File: src/rtl/mux_2_1_arbiter_pkg.sv
// Shared definitions for the two-requester arbiter: state encodings and mux select constants.
package mux_2_1_arbiter_pkg;

    typedef enum logic [1:0] {
        IDLE  = 2'b00,
        OWN_A = 2'b01,
        OWN_B = 2'b10
    } state_t;

    localparam logic SEL_A = 1'b0;
    localparam logic SEL_B = 1'b1;

endpackage

File: src/rtl/mux_2_1.sv
// Plain 2:1 multiplexer: y follows A when Sel=0 and B when Sel=1.
module mux_2_1 (
    input  logic A,
    input  logic B,
    input  logic Sel,
    output logic y
);

    assign y = Sel ? B : A;

endmodule

File: src/rtl/mux_2_1_arbiter.sv
// Two-requester arbiter with a bounded ownership burst that steers a shared mux_2_1.
// Define MUX_ARB_FIXED_PRIO_EN for fixed A priority; round-robin otherwise.
module mux_2_1_arbiter
    import mux_2_1_arbiter_pkg::*;
#(
    parameter  int unsigned MAX_BURST = 4,
    localparam int unsigned CNT_W     = $clog2(MAX_BURST + 1)
) (
    input  logic             clk,
    input  logic             rst,
    input  logic             req_a,
    input  logic             req_b,
    input  logic             a_in,
    input  logic             b_in,
    output logic             gnt_a,
    output logic             gnt_b,
    output logic             sel,
    output logic             y_out,
    output logic             busy,
    output logic [CNT_W-1:0] burst_cnt
);

    state_t state;
    state_t state_nxt;
    logic   at_limit;

`ifndef MUX_ARB_FIXED_PRIO_EN
    logic   last_owner;
`endif

    assign at_limit = (burst_cnt == CNT_W'(MAX_BURST - 1));
    assign busy     = gnt_a | gnt_b;

    // Next-state decision; the unused 2'b11 encoding falls back to IDLE.
    always_comb begin
        state_nxt = IDLE;
        case (state)
`ifdef MUX_ARB_FIXED_PRIO_EN
            IDLE: begin
                if (req_a)      state_nxt = OWN_A;
                else if (req_b) state_nxt = OWN_B;
                else            state_nxt = IDLE;
            end
            OWN_A: begin
                if (!req_a)                 state_nxt = req_b ? OWN_B : IDLE;
                else if (at_limit && req_b) state_nxt = OWN_B;
                else                        state_nxt = OWN_A;
            end
            OWN_B: begin
                if (req_a)       state_nxt = OWN_A;
                else if (!req_b) state_nxt = IDLE;
                else             state_nxt = OWN_B;
            end
`else
            IDLE: begin
                if (req_a && (!req_b || last_owner == SEL_B)) state_nxt = OWN_A;
                else if (req_b)                                state_nxt = OWN_B;
                else                                           state_nxt = IDLE;
            end
            OWN_A: begin
                if (!req_a)                 state_nxt = req_b ? OWN_B : IDLE;
                else if (at_limit && req_b) state_nxt = OWN_B;
                else                        state_nxt = OWN_A;
            end
            OWN_B: begin
                if (!req_b)                 state_nxt = req_a ? OWN_A : IDLE;
                else if (at_limit && req_a) state_nxt = OWN_A;
                else                        state_nxt = OWN_B;
            end
`endif
            default: state_nxt = IDLE;
        endcase
    end

    // Grants, select and burst counter all follow the chosen next state.
    always_ff @(posedge clk) begin
        if (rst) begin
            state      <= IDLE;
            gnt_a      <= 1'b0;
            gnt_b      <= 1'b0;
            sel        <= SEL_A;
            burst_cnt  <= '0;
`ifndef MUX_ARB_FIXED_PRIO_EN
            last_owner <= SEL_B;
`endif
        end else begin
            state <= state_nxt;
            gnt_a <= (state_nxt == OWN_A);
            gnt_b <= (state_nxt == OWN_B);
            if (state_nxt == OWN_A)      sel <= SEL_A;
            else if (state_nxt == OWN_B) sel <= SEL_B;

            // A new ownership, an idle cycle or a burst at its limit restarts the count.
            if (state_nxt != state || state_nxt == IDLE || at_limit)
                burst_cnt <= '0;
            else
                burst_cnt <= burst_cnt + CNT_W'(1);

`ifndef MUX_ARB_FIXED_PRIO_EN
            if (state_nxt == OWN_A)      last_owner <= SEL_A;
            else if (state_nxt == OWN_B) last_owner <= SEL_B;
`endif
        end
    end

    mux_2_1 u_mux (
        .A   (a_in),
        .B   (b_in),
        .Sel (sel),
        .y   (y_out)
    );

endmodule

File: config.mk
export PLATFORM = sky130hd
export DESIGN_NAME = mux_2_1_arbiter
export DESIGN_NICKNAME = d
export VERILOG_FILES = /design/src/rtl/mux_2_1_arbiter_pkg.sv /design/src/rtl/mux_2_1.sv /design/src/rtl/mux_2_1_arbiter.sv
export SDC_FILE = /design/constraint.sdc
export NUM_CORES = 1
export LEC_CHECK = 0
export ABC_AREA = 1
export CELL_PAD_IN_SITES_DETAIL_PLACEMENT = 0
export CELL_PAD_IN_SITES_GLOBAL_PLACEMENT = 1
export CORE_MARGIN = 2
export CORE_UTILIZATION = 32
export DETAILED_ROUTE_END_ITERATION = 8
export PLACE_DENSITY_LB_ADDON = 0.12
export RECOVER_POWER = 100
export SKIP_LAST_GASP = 1
export SLEW_MARGIN = 20
export SYNTH_ARGS = -nofsm -noshare
export SYNTH_HDL_FRONTEND = slang
export SYNTH_HIERARCHICAL = 1
export SYNTH_SLANG_ARGS = --single-unit
File: constraint.sdc
create_clock -name clk -period 2.7 [get_ports clk]
set_clock_uncertainty 0.15 [all_clocks]
set_input_delay 0.54 -clock clk [delete_from_list [all_inputs] [get_ports clk]]
set_output_delay 0.54 -clock clk [all_outputs]
set_load 0.05 [all_outputs]
Word-level counts from Yosys, hierarchy flattened:

Cells that the tools add are included.

* $add $sub $neg: 1
* equal/unequal tests: 6
* multiplexer cells: 11
* bitwise operators: 1
* reductions and logical operators: 12

Operators by type and width (count)
* $mux W2: 6
* $pmux W2 S3: 1
* $eq A2 B1 Y1 const B: 2
* $eq A2 B2 Y1 const B: 2
* $logic_not A2 Y1: 2
* $mux W1: 4
* $reduce_or A2 Y1: 2
* $add A3 B1 Y3 const B: 1
* $eq A3 B2 Y1 const B: 1
* $logic_and A1 B1 Y1: 3
* $logic_or A1 B1 Y1: 3
* $ne A2 B2 Y1: 1
* $reduce_bool A2 Y1: 1
* $logic_not A1 Y1: 1
* $or A1 B1 Y1: 1

* flip-flop bits (word level): 9
* input bits: 6
* output and inout bits: 8
* word-level logic and storage cells: 37

Logic depth before layout (Yosys ltp):

Gate-level depths: netlist of run 1.

* word-level depth: 9
* mapped depth: 14
* depth with buffers taken out: 14

Hierarchy:

Netlist of run 1, hierarchy kept.

By module, submodules not included
* mux_2_1_arbiter: instances 1, cells each 69, area each 523.0 sq um, seq. area each 180.2 sq um
* mux_2_1: instances 1, cells each 4, area each 15.0 sq um, seq. area each 0.0 sq um

Worst setup path after synthesis of run 1:

OpenSTA, ideal clock, no wires.

* path kind: register to register
* from: reg burst_cnt[0]
* to: reg burst_cnt[0]
* setup time: 69 ps
* arrival time: 2007 ps
* required time: 2481 ps
* slack: 474 ps
* cell stages (with the launch flop): 14
* buffers on the path: 0
* clock period less this slack: 2226 ps
* cells stage by stage: dfxtp_1 -> ha_1 -> ha_1 -> nand2_1 -> nand2_1 -> nand3_2 -> nand3_2 -> inv_1 -> ha_1 -> nor3_2 -> nand3_2 -> nor2_2 -> nand2_2 -> nor2_1

* cells in the longest elaborated chain, start to end: 9
* elaborated cells on any way between the ends: 14
* those cells by class: add/sub: 1; eq/ne: 2; mux: 5; reduce/logical: 6

Ends and longest elaborated chain
* start: declaration: line mux_2_1_arbiter.sv:20 `output logic [CNT_W-1:0] burst_cnt`
* start signal: assignment: line mux_2_1_arbiter.sv:97 `burst_cnt <= burst_cnt + CNT_W'(1);`
* $eq A3 B2 Y1 *: line mux_2_1_arbiter.sv:31 `assign at_limit = (burst_cnt == CNT_W'(MAX_BURST - 1));`
* $logic_and A1 B1 Y1 (on tied branches): line mux_2_1_arbiter.sv:67, mux_2_1_arbiter.sv:62
* $mux W2 (on tied branches): line mux_2_1_arbiter.sv:67, mux_2_1_arbiter.sv:62
* $mux W2 (on tied branches): line mux_2_1_arbiter.sv:66, mux_2_1_arbiter.sv:61
* $pmux W2 S3 *: line mux_2_1_arbiter.sv:37 `case (state)`
* named net state_nxt[0]: line mux_2_1_arbiter.sv:24 `state_t state_nxt;`
* $ne A2 B2 Y1 or $logic_not A2 Y1 (tied branches): line mux_2_1_arbiter.sv:94 `if (state_nxt != state || state_nxt == IDLE || at_limit)`
* $logic_or A1 B1 Y1 * (2 in series): line mux_2_1_arbiter.sv:94
* $reduce_or A2 Y1 (no line) *

Mark *: on every way through the listed nets, which the timed path passes. The rest lies on a longest branch.
A chain may end at the register's enable or synchronous reset.

Worst setup path in the final report of run 1:

* from: reg gnt_b
* to: out busy

* cells in the longest elaborated chain, start to end: 1

Ends and longest elaborated chain
* start: declaration: line mux_2_1_arbiter.sv:16 `output logic gnt_b,`
* start signal: assignment: line mux_2_1_arbiter.sv:89 `gnt_b <= (state_nxt == OWN_B);`
* $or A1 B1 Y1: line mux_2_1_arbiter.sv:32 `assign busy = gnt_a | gnt_b;`
* end: declaration: line mux_2_1_arbiter.sv:19 `output logic busy,`

No other way between the ends.

==> results of run 1 <==
## how the worst max path moves through the flow
| stage | start | endpoint | slack (ns) | cells after the start |
|---|---|---|---|---|
| 2_1_floorplan | burst_cnt[0] | burst_cnt[0] | 0.47 | 13 |
| 3_3_place_gp | req_b | burst_cnt[1] | 0.31 | 12 |
| 3_5_place_dp | req_b | burst_cnt[2] | 0.28 | 12 |
| 4_1_cts | gnt_b | busy | 0.45 | 2 |
| 5_1_grt | req_b | burst_cnt[2] | 0.20 | 12 |
| 6_report | gnt_b | busy | 0.41 | 2 |
## metrics by stage
step	power [mW]	utilization (%)	hold slack [ns]	cell area, sq um	setup WS (ns)
final	0.505	45.3	0.293	698	0.406
after CTS	0.536	47.0	0.305	724	0.446
after global placement	0.429	45.3	0.291	698	0.307
after detailed placement	0.429	45.3	0.288	698	0.281
after global routing	0.550	45.3	0.325	698	0.199
after floorplan	0.354	-	0.328	538	0.474
## logic make-up (layout without fill, tap and decap cells)
kind of cell	after synthesis	after routing	share of synthesized area, %
compound gates	5	5	5.35
fa+ha+maj	5	5	11.6
flops	9	9	33.5
buf+inv	17	34	11.9
simple gates	37	37	37.7
## cells in the final DEF, fill, tap and decap left out, drive strengths merged, types with 2 or more instances in the layout
cell type and n:
nor2 13, a21oi 4, dlygate4sd3 8, nand3 5, inv 17, ha 5
clkdlybuf4s50 4, nor3 2, clkbuf 5, nand2 16, dfxtp 9
## critical path, cell delays in order (launching register included)
cell and delay [ns]:
dfxtp_1 0.31, or2_2 0.28, dlygate4sd3_1 0.76
## cell type report
cell class,count,share of cell area [%]
multi-input cells,47,40.7
clock buffers,4,3.76
inverters,17,9.14
repair buffers,13,17.7
flip-flops and latches,9,25.8
well taps,16,2.87
## layer usage
layer | GRT usage (%) | share of wire (%) | wire (um)
met4 | 8.82 | 1.4 | 13
met5 | 0 | 0 | 0
met1 | 17.0 | 52 | 479
met2 | 15.7 | 44 | 406
met3 | 2.40 | 3.1 | 29
## sequential cells by signal, summed over array words and instances (netlist names)
name / flops
gnt_b: 1
state: 2
gnt_a: 1
burst_cnt: 3
sel: 1
last_owner: 1
## where the power goes
| group | internal [mW] | switching [mW] |
|---|---|---|
| logic | 0.0770 | 0.152 |
| registers | 0.156 | 0.0177 |
| clock network | 0.0569 | 0.0453 |
==> results.yml, run 1 <==
outcome:
  status: "complete, no violations"
synth:
  synthTopCellsByCount: "13 x inv_1, 12 x nand2_1, 9 x dfxtp_1"
  ys_seq_elements: 9
  ys_warn_count: 6
  syn_inst: 73
  synth.avg_cell_area_sq_um: 7.37
  synth_edf_count: 0
  yosys.area.top_type: "dfxtp_1"
  synth_most_common_cell: "inv_1"
  syn-num-nets: 84
  ys_seq_area_share_pct: 33.5
  synth_top_area_share_pct: 33.5
  synth_area_leaders: "dfxtp_1 33%, ha_1 12%, nand3_2 9.3%, inv_1 9.1%, nand2_1 8.4%"
  synth_cell_types: 15
  async_flop_share_pct: 0
  synth_ff_type: "dfxtp_1"
  syn_area_sq_um: 538
sta:
  worstMarginPinSlew_ns: 0.602
  fmax_mhz: 436
  totalNegativeSetupSlack_ns: 0
  finalHoldViolCount: 0
  relSlewSlack_pct: 60.0
  period_needed_ns: 2.29
  rsz0062_at_grt: "false"
  setup_viol: 0
  drv_slew: 0
  timing.final.crit_share_pct: 85.0
layout:
  fill_cells: 167
  final_cells: 106
  nets: 102
  area_growth_pct: 29.8
  drive_above_1_share_pct: 23.3
  seq_area_sq_um: 180
  multi_input_area_sq_um: 284
  antenna_cells: 0
cts:
  cts_hold_buf: 0
  cts_resized: 0
  cts_tree: "built"
  clk_pin_slew_worst_paths_ns: 0.06
  htree_levels: 1
  cts_buffers: 3
  postCtsSetupBuffers: 0
  clk_latency_ns: 0.26
  clockBufferDepth: 2
  root_buffer: "clkbuf_4"
  numClockSinks: 9
floorplan:
  io_pins: 14
  core_region_area_sq_mm: 0.00154
  dieArea_sq_mm: 0.00203
  die-width_um: 45.0
  die_h_um: 45.0
  start_util_pct: 34.9
  fp-row-count: 14
worst_setup_path:
  crit_required_ns: 2.01
  critPathKind: "reg2out"
  arrival_ns: 1.60
  reg2reg_slack_ns: 0.58
  reg2reg_depth: 14
  crit_fanout: 2
  endpoint_kind: "primary output"
  r2r_end: "burst_cnt[2]"
  r2r_start: "burst_cnt[0]"
  cp-start-kind: "register"
worst_hold_path:
  min_from: "burst_cnt[0]"
  worst_hold_path_type: "reg2reg"
  holdPathStages: 1
  min_to: "burst_cnt[0]"
global_route:
  grt_max_degree: 7
  gr-total-overflow: 0
  track_usage_pct: 12.0
  grt_pass1_wl_um: 1710
  grt_pass1_vias: 445
  antenna_found_initial: 0
routing:
  first_pass_iters: 4
  drcViolationCount: 0
  wirelength_um: 928
  num_vias: 458
  first_iter_violations: 4
  ant_nets: 0
  routedWlPerCell_um: 8.75
  vias_per_cell: 4.32
power_and_ir_drop:
  peakVddDrop_v: 0.000345
  power.density_mw_per_mm2: 724
  cellLeakagePower_nw: 0.358
place:
  dp_hpwl_um: 773
  io_buffer_count: 13
  gp_congestion: 0.751
  dp.cells: 102
flow_run:
  maxCapViolCount: 0
(Power assumes the default switching activity.)
==> run 2: changes to the inputs <==
==> constraint.sdc (replaced) <==
create_clock -name clk -period 2.3 [get_ports clk]
set_clock_uncertainty 0.15 [all_clocks]
set_input_delay 0.46 -clock clk [delete_from_list [all_inputs] [get_ports clk]]
set_output_delay 0.46 -clock clk [all_outputs]
set_load 0.05 [all_outputs]
==> run 2 against run 1 <==
Sequential power up 18%; count of clock-buffer cells in the layout unchanged; via count up 6.8%; largest cell class unchanged.
==> results.yml, run 2 (synthesis results as in run 1) <==
cts:
  htree_levels: 1
  root_buffer: "clkbuf_4"
  numClockSinks: 9
  clk_latency_ns: 0.26
  postCtsSetupBuffers: 0
  clockBufferDepth: 2
  clk_pin_slew_worst_paths_ns: 0.06
  cts_hold_buf: 0
  cts_tree: "built"
  cts_resized: 0
  cts_buffers: 3
global_route:
  antenna_found_initial: 0
  gr-total-overflow: 0
  track_usage_pct: 13.8
  grt_pass1_wl_um: 2040
  grt_max_degree: 7
  grt_pass1_vias: 528
sta:
  totalNegativeSetupSlack_ns: 0
  finalHoldViolCount: 0
  drv_slew: 0
  rsz0062_at_grt: "false"
  period_needed_ns: 2.21
  relSlewSlack_pct: 59.5
  fmax_mhz: 452
  timing.final.crit_share_pct: 96.3
  worstMarginPinSlew_ns: 0.609
  setup_viol: 0
layout:
  layout_commonest_cell: "inv_1"
  nets: 110
  largestRegisters: "burst_cnt: 3 flops, state: 2 flops"
  area_growth_pct: 42.8
  largest_reg_flops: 3
  final_cells: 114
  seq_area_sq_um: 180
  final_area_sq_um: 768
  drive_above_1_share_pct: 32.7
  antenna_cells: 0
  multi_input_area_sq_um: 294
  final_cell_mix: "13 x inv_1, 12 x nand2_1, 9 x dfxtp_1"
  fill_cells: 175
  top_register: "burst_cnt"
floorplan:
  start_util_pct: 34.9
  die_h_um: 45.0
  fp-row-count: 14
  die-width_um: 45.0
  dieArea_sq_mm: 0.00203
  core_region_area_sq_mm: 0.00154
  io_pins: 14
flow_run:
  maxCapViolCount: 0
power_and_ir_drop:
  cellLeakagePower_nw: 0.399
  clkPwrFrac_pct: 18.8
  peakVddDrop_v: 0.000436
  power.density_mw_per_mm2: 830
  seqPwrFrac_pct: 32.2
  fin_total_pwr_uw: 638
  p_comb_share_pct: 49.1
  switching_power_uw: 263
  switching_share_pct: 41.3
  p_int_uw: 374
worst_setup_path:
  reg2reg_depth: 14
  slowest_delay_ns: 0.76
  r2r_end: "burst_cnt[0]"
  crit_fanout: 2
  critPathKind: "reg2out"
  r2r_start: "burst_cnt[0]"
  crit_required_ns: 1.69
  cp-start-kind: "register"
  critPathSlowestCell: "dlygate4sd3_1"
  cp_cell_sequence: "or2_2 > dlygate4sd3_1"
  arrival_ns: 1.60
  endpoint_kind: "primary output"
  reg2reg_slack_ns: 0.23
routing:
  drcViolationCount: 0
  first_pass_iters: 2
  num_vias: 489
  ant_nets: 0
  vias_per_cell: 4.29
  routedWlPerCell_um: 8.85
  wirelength_um: 1010
  first_iter_violations: 4
place:
  gp_congestion: 0.752
  dp_hpwl_um: 862
  place_area_sq_um: 758
  io_buffer_count: 13
  dp.cells: 110
worst_hold_path:
  min_from: "burst_cnt[0]"
  worst_hold_path_type: "reg2reg"
  holdPathStages: 1
  min_to: "burst_cnt[0]"
outcome:
  status: "complete, no violations"
[run 2: worst max path at each step]
stage / end / start / slack (ns)
after floorplan: burst_cnt[0] / burst_cnt[0] / 0.07
after global placement: burst_cnt[2] / req_b / 0.02
after detailed placement: burst_cnt[2] / req_b / 0.01
after CTS: busy / gnt_b / 0.12
after global routing: burst_cnt[1] / burst_cnt[0] / 0.02
final: busy / gnt_b / 0.09
[run 2: per-layer routing]
| metal | track usage [%] | vias up | wire (um) |
|---|---|---|---|
| met5 | 0 | - | 0 |
| met2 | 21.1 | 11 | 448 |
| met4 | 8.82 | 0 | 25 |
| li1 | - | 268 | - |
| met1 | 17.9 | 207 | 511 |
| met3 | 2.40 | 3 | 24 |
[run 2: worst max-delay path: cells and delay by family (launching register included)]
family / cells / cell delay (ns)
buffers and inverters: 1 / 0.76
flip-flops: 1 / 0.31
AND/OR/NAND/NOR: 1 / 0.28
[run 2: stage by stage]
stage | util, % | worst slack, ns | hold slack, ns
2_1_floorplan | - | 0.0737 | 0.328
3_3_place_gp | 49.2 | 0.0230 | 0.286
3_5_place_dp | 49.2 | 0.0132 | 0.291
4_1_cts | 50.9 | 0.122 | 0.327
5_1_grt | 49.8 | 0.0180 | 0.344
6_report | 49.8 | 0.0861 | 0.315
[run 2: final cells by class]
cell class	instances	area share, %
flip-flops and latches	9	23.5
inverters	17	8.31
repair buffers	21	23.9
multi-input cells	47	38.3
well taps	16	2.61
clock buffers	4	3.42
[run 2: power groups by stage]
stage | clock network (mW) | registers [mW] | logic, mW
after floorplan | 0 | 0.252 | 0.163
after global placement | 0 | 0.209 | 0.336
after detailed placement | 0 | 0.209 | 0.336
after CTS | 0.126 | 0.206 | 0.338
after global routing | 0.135 | 0.209 | 0.353
final | 0.120 | 0.205 | 0.313
